### config.mk
export PLATFORM = sky130hd
export DESIGN_NAME = mem_arbiter
export DESIGN_NICKNAME = d
export VERILOG_FILES = /design/src/rtl/rv32i_types.sv /design/src/rtl/rr_picker.sv /design/src/rtl/mem_arbiter.sv
export SDC_FILE = /design/constraint.sdc
export NUM_CORES = 1
export LEC_CHECK = 0
export BUFFER_PORTS_ARGS = -buffer_cell sky130_fd_sc_hd__clkbuf_2
export CORE_AREA = 2 2 109 111
export DETAILED_ROUTE_END_ITERATION = 7
export DIE_AREA = 0 0 111 113
export HOLD_SLACK_MARGIN = 0.05
export PLACE_DENSITY_LB_ADDON = 0.12
export SLEW_MARGIN = 20
export SYNTH_ARGS = -nofsm -noshare
export SYNTH_HDL_FRONTEND = slang
export SYNTH_SLANG_ARGS = --single-unit
export TNS_END_PERCENT = 50
### constraint.sdc
create_clock -name clk -period 1.4 [get_ports clk]
set_clock_uncertainty 0.15 [all_clocks]
set_input_delay 0.28 -clock clk [delete_from_list [all_inputs] [get_ports clk]]
set_output_delay 0.28 -clock clk [all_outputs]
set_load 0.005 [all_outputs]
### src/rtl/rv32i_types.sv
// Shared type definitions for the rv32i memory subsystem.
package rv32i_types;

    // Memory arbiter FSM: waiting for a request, or holding one open against memory.
    typedef enum logic {
        ARB_IDLE = 1'b0,
        ARB_BUSY = 1'b1
    } arb_state_t;

endpackage

### src/rtl/rr_picker.sv
// Rotating-priority encoder: returns the first set request bit strictly after
// last_grant, wrapping around, so the most recently served port is searched last.
module rr_picker #(
    parameter int NUM_PORTS = 2,
    parameter int IDX_WIDTH = $clog2(NUM_PORTS)
) (
    input  logic [NUM_PORTS-1:0] req,
    input  logic [IDX_WIDTH-1:0] last_grant,
    output logic                 valid,
    output logic [IDX_WIDTH-1:0] grant
);

    int                   cand_int;
    logic [IDX_WIDTH-1:0] cand_idx;

    // Walk the ports in rotated order and keep the first requester found.
    always_comb begin
        valid    = 1'b0;
        grant    = '0;
        cand_int = 0;
        cand_idx = '0;
        for (int k = 1; k <= NUM_PORTS; k++) begin
            cand_int = (int'(last_grant) + k) % NUM_PORTS;
            cand_idx = cand_int[IDX_WIDTH-1:0];
            if (!valid && req[cand_idx]) begin
                valid = 1'b1;
                grant = cand_idx;
            end
        end
    end

endmodule

### src/rtl/mem_arbiter.sv
// N-port round-robin arbiter in front of a single hold-until-resp memory port.
// One transaction is open at a time; all mem_* outputs come straight from flops.
module mem_arbiter
    import rv32i_types::*;
#(
    parameter int  NUM_PORTS  = 2,
    parameter int  ADDR_WIDTH = 32,
    parameter int  DATA_WIDTH = 32,
    localparam int BE_WIDTH   = DATA_WIDTH / 8,
    localparam int IDX_WIDTH  = $clog2(NUM_PORTS)
) (
    input  logic                            clk,
    input  logic                            rst_n,
    input  logic [NUM_PORTS-1:0]            req_read,
    input  logic [NUM_PORTS-1:0]            req_write,
    input  logic [NUM_PORTS*BE_WIDTH-1:0]   req_byte_enable,
    input  logic [NUM_PORTS*ADDR_WIDTH-1:0] req_address,
    input  logic [NUM_PORTS*DATA_WIDTH-1:0] req_wdata,
    output logic [NUM_PORTS-1:0]            req_resp,
    output logic [DATA_WIDTH-1:0]           req_rdata,
    output logic                            mem_read,
    output logic                            mem_write,
    output logic [BE_WIDTH-1:0]             mem_byte_enable,
    output logic [ADDR_WIDTH-1:0]           mem_address,
    output logic [DATA_WIDTH-1:0]           mem_wdata,
    input  logic                            mem_resp,
    input  logic [DATA_WIDTH-1:0]           mem_rdata
);

    arb_state_t           state_q, state_d;
    logic [IDX_WIDTH-1:0] grant_q, grant_d;
    logic [IDX_WIDTH-1:0] last_grant_q, last_grant_d;
    logic                 mem_read_q, mem_read_d;
    logic                 mem_write_q, mem_write_d;
    logic [BE_WIDTH-1:0]  be_q, be_d;
    logic [ADDR_WIDTH-1:0] addr_q, addr_d;
    logic [DATA_WIDTH-1:0] wdata_q, wdata_d;

    logic [NUM_PORTS-1:0] req_any;
    logic                 pick_valid;
    logic [IDX_WIDTH-1:0] pick_idx;
    logic                 pick_write;
    logic [BE_WIDTH-1:0]  pick_be;
    logic [ADDR_WIDTH-1:0] pick_addr;
    logic [DATA_WIDTH-1:0] pick_wdata;
    logic                 resp_fire;

    assign req_any = req_read | req_write;

    rr_picker #(
        .NUM_PORTS (NUM_PORTS),
        .IDX_WIDTH (IDX_WIDTH)
    ) u_picker (
        .req        (req_any),
        .last_grant (last_grant_q),
        .valid      (pick_valid),
        .grant      (pick_idx)
    );

    // Mux out the chosen port's request fields; a write strobe overrides a read.
    always_comb begin
        pick_write = 1'b0;
        pick_be    = '0;
        pick_addr  = '0;
        pick_wdata = '0;
        for (int p = 0; p < NUM_PORTS; p++) begin
            if (pick_idx == IDX_WIDTH'(p)) begin
                pick_write = req_write[p];
                pick_be    = req_byte_enable[p*BE_WIDTH +: BE_WIDTH];
                pick_addr  = req_address[p*ADDR_WIDTH +: ADDR_WIDTH];
                pick_wdata = req_wdata[p*DATA_WIDTH +: DATA_WIDTH];
            end
        end
    end

    // Next-state logic: grant and latch in IDLE, wait for mem_resp in BUSY.
    always_comb begin
        state_d      = state_q;
        grant_d      = grant_q;
        last_grant_d = last_grant_q;
        mem_read_d   = mem_read_q;
        mem_write_d  = mem_write_q;
        be_d         = be_q;
        addr_d       = addr_q;
        wdata_d      = wdata_q;
        case (state_q)
            ARB_IDLE: begin
                if (pick_valid) begin
                    state_d     = ARB_BUSY;
                    grant_d     = pick_idx;
                    mem_write_d = pick_write;
                    mem_read_d  = !pick_write;
                    be_d        = pick_write ? pick_be : '1;
                    addr_d      = pick_addr;
                    wdata_d     = pick_wdata;
                end
            end
            ARB_BUSY: begin
                if (mem_resp) begin
                    state_d      = ARB_IDLE;
                    last_grant_d = grant_q;
                    mem_read_d   = 1'b0;
                    mem_write_d  = 1'b0;
                end
            end
            default: state_d = ARB_IDLE;
        endcase
    end

    // State and latched transaction registers; reset gives port 0 first priority.
    always_ff @(posedge clk or negedge rst_n) begin
        if (!rst_n) begin
            state_q      <= ARB_IDLE;
            grant_q      <= '0;
            last_grant_q <= IDX_WIDTH'(NUM_PORTS - 1);
            mem_read_q   <= 1'b0;
            mem_write_q  <= 1'b0;
            be_q         <= '0;
            addr_q       <= '0;
            wdata_q      <= '0;
        end else begin
            state_q      <= state_d;
            grant_q      <= grant_d;
            last_grant_q <= last_grant_d;
            mem_read_q   <= mem_read_d;
            mem_write_q  <= mem_write_d;
            be_q         <= be_d;
            addr_q       <= addr_d;
            wdata_q      <= wdata_d;
        end
    end

    // Completion is steered back in the same cycle; a stray mem_resp in IDLE is dropped.
    assign resp_fire = (state_q == ARB_BUSY) && mem_resp;
    assign req_resp  = resp_fire ? (NUM_PORTS'(1) << grant_q) : '0;
    assign req_rdata = resp_fire ? mem_rdata : '0;

    assign mem_read        = mem_read_q;
    assign mem_write       = mem_write_q;
    assign mem_byte_enable = be_q;
    assign mem_address     = addr_q;
    assign mem_wdata       = wdata_q;

    // A master raising read and write together is a protocol error upstream.
    a_no_rw_conflict: assert property (@(posedge clk) disable iff (!rst_n)
        ((req_read & req_write) == '0));

endmodule

==> results_dict.tcl <==
set metrics [dict create \
    io_buffers 278 \
    fp.dieArea_um2 12500 \
    clock-sinks 73 \
    synth-edff-count 0 \
    die_y_um 113 \
    seqCellArea_um2 1830 \
    layout_min_cycle_time_ps 1700 \
    dr.pass1.iters 4 \
    grt-ovfl-total 0 \
    cts_buffers 9 \
    drc 0 \
    multi_input_area_um2 2490 \
    tns_ps -23510 \
    yosysUniqueCellTypes 29 \
    ys_seq_area_share_pct 46.1 \
    fmax_mhz 589 \
    postRouteAntennaNets 0 \
    cp-startpoint "state_q" \
    vias 5044 \
    grt_max_degree 45 \
    rsz0062_at_grt "true" \
    post_drt_wl_per_cell_um 20.7 \
    first_iter_violations 322 \
    grt_pass1_wl_um 26200 \
    maxCapViolCount 0 \
    ir_drop_mv 0.574 \
    r2r-start "last_grant_q" \
    clockRootBuffer "clkbuf_16" \
    yosysWarningCount 0 \
    avgSynthCellArea_um2 10.2 \
    gp_congestion 0.937 \
    boundaryPins 279 \
    synthToLayoutAreaGrowth_pct 92.4 \
    crit_type "flop to output pin" \
    syn_nets 563 \
    syn-cell-area_um2 3970 \
    synthCells 388 \
    tightest_slew_ps 472 \
    post-route-period-util_pct 121 \
    total_power_w 0.00901 \
    num_antenna_cells 0 \
    violations "negative setup slack" \
    antenna_found_initial 1 \
    cp.arrival_ps 1270 \
    cts_max_path_buffers 2 \
    finalSetupViolCount 105 \
    yosys-top-cells-area "dfrtp_1 45%, a2bb2oi_1 14%, a311oi_1 14%" \
    die_w_um 111 \
    yosysTopAreaCellShare_pct 45.4 \
    hp-class "input port to flop" \
    routed_wl_um 18100 \
    startpoint_type "flop" \
    initial_core_util_pct 35.2 \
    powerDensity_nw_per_um2 1180 \
    maxSlewViolCount 0 \
    critPathRequiredTime_ps 970 \
    clkTransAtPathRegs_ps 60 \
    clk_latency_ps 330 \
    yosys_register_bits 73 \
    layout-drive-gt1-share_pct 61.3 \
    async_flop_share_pct 100 \
    status "complete, but fails checks" \
    worst_setup_path_end_kind "output pin" \
    p_leak_nw 3.53 \
    max_slew_margin_pct 68.5 \
    yosysMostFrequentCell "dfrtp_1" \
    fillCellCount 839 \
    nets 904 \
    grtUsageTotal_pct 26.3 \
    setup_slack_ps -298 \
    grt_pass1_vias 5006 \
    synth_commonest_cells "72 x dfrtp_1, 65 x o21ai_0, 64 x a2bb2oi_1, 64 x a311oi_1, 42 x clkbuf_1" \
    crit_fanout 22 \
    hold_viol_final 0 \
    routed_via_density 5.76 \
    tritoncts "yes" \
    synthFlopType "dfrtp_1" \
    core-area_um2 11300 \
    min_from "req_wdata[23]" \
    htree_num_levels 3 \
    hpwl_um 11200 \
    yosys.area.top_type "dfrtp_1" \
    num_rows 39 \
]
==> metrics by stage <==
step / cell area (µm²) / hold WS (ps) / util (%) / instances / setup slack [ps]
3_5_place_dp: 5810 / 7.76 / 51.5 / 791 / -346
5_1_grt: 7640 / 56.5 / 67.8 / 876 / -345
6_report: 7640 / 59.5 / 67.8 / 876 / -298
4_1_cts: 6980 / 50.5 / 62.0 / 865 / -279
2_1_floorplan: 4070 / -166 / - / 388 / -74.1
3_3_place_gp: 5810 / 11.8 / 51.5 / 791 / -289
==> power breakdown <==
part | switching (W) | total (W) | internal [W]
Clock | 0.000887 | 0.00244 | 0.00155
Sequential | 0.000347 | 0.00294 | 0.00259
Combinational | 0.00159 | 0.00364 | 0.00204
==> cell families (layout without fill, tap and decap cells) <==
group	after synthesis	count (layout)	share of synthesized area (%)
AOI/OAI and AO/OA	211	211	40.1
DFF	73	73	46.1
buffers and inverters	58	403	6.34
and+or+nand+nor	45	45	7.22
muxes	1	1	0.252
==> critical path, cell delays in order (launching register included) <==
cell	delay [ps]
dfrtp_2	460
clkbuf_16	210
and3_1	170
clkbuf_2	110
==> repair_timing <==
action	4_1_cts	5_1_grt
endpoints found under the setup margin	103	105
resized for setup	57	117
endpoints found under the hold margin	115	4
hold buffers	44	4
buffers inserted	10	5
cloned	5	5
pin swaps	33	44
==> path summary, 6_finish.rpt <==
check | to | slack [ps] | cells after the start
worst max-delay path | req_rdata[6] | -300 | 3
worst min-delay path | mem_wdata[23] | 60 | 3
worst max register to register | mem_byte_enable[1] | -280 | 4
worst min register to register | mem_byte_enable[2] | 360 | 1
max in group asynchronous | last_grant_q | 400 | 3
min in group asynchronous | mem_wdata[22] | 200 | 2
==> state kept, by name, summed over array words and instances, names as in the netlist <==
signal,count
mem_address,32
mem_wdata,32
mem_byte_enable,4
grant_q,1
last_grant_q,1
mem_read,1
mem_write,1
state_q,1
==> metal layers <==
layer / GRT usage, % / routed length, µm
met1: 32.9 / 7660
met2: 44.8 / 9040
met3: 6.16 / 994
met4: 9.33 / 397
met5: 0 / 13
==> area by class of cell <==
cell class                 instances  share of cell area [%]
clock buffer                      10                    3.00
clock inverter                     5                    1.06
inverter                           1                  0.0491
multi-input combinational        257                    32.7
sequential                        73                    24.0
tap                              143                    2.34
timing repair buffer             387                    36.9
==> cells in the final DEF (no fill, tap or decap), types with 5 or more instances in the layout <==
master and instances:
dlygate4sd3_1 48, o21ai_2 17, buf_4 22, o21ai_4 7, and3_1 31, a2bb2oi_1 47
o21ai_1 25, clkbuf_16 15, buf_6 11, buf_12 19, clkbuf_2 274, a311oi_2 34
a21boi_0 5, a2bb2oi_2 17, o21ai_0 18, a311oi_1 26, and3_4 6, dfrtp_1 71
Power figures use the tool's default switching activity.
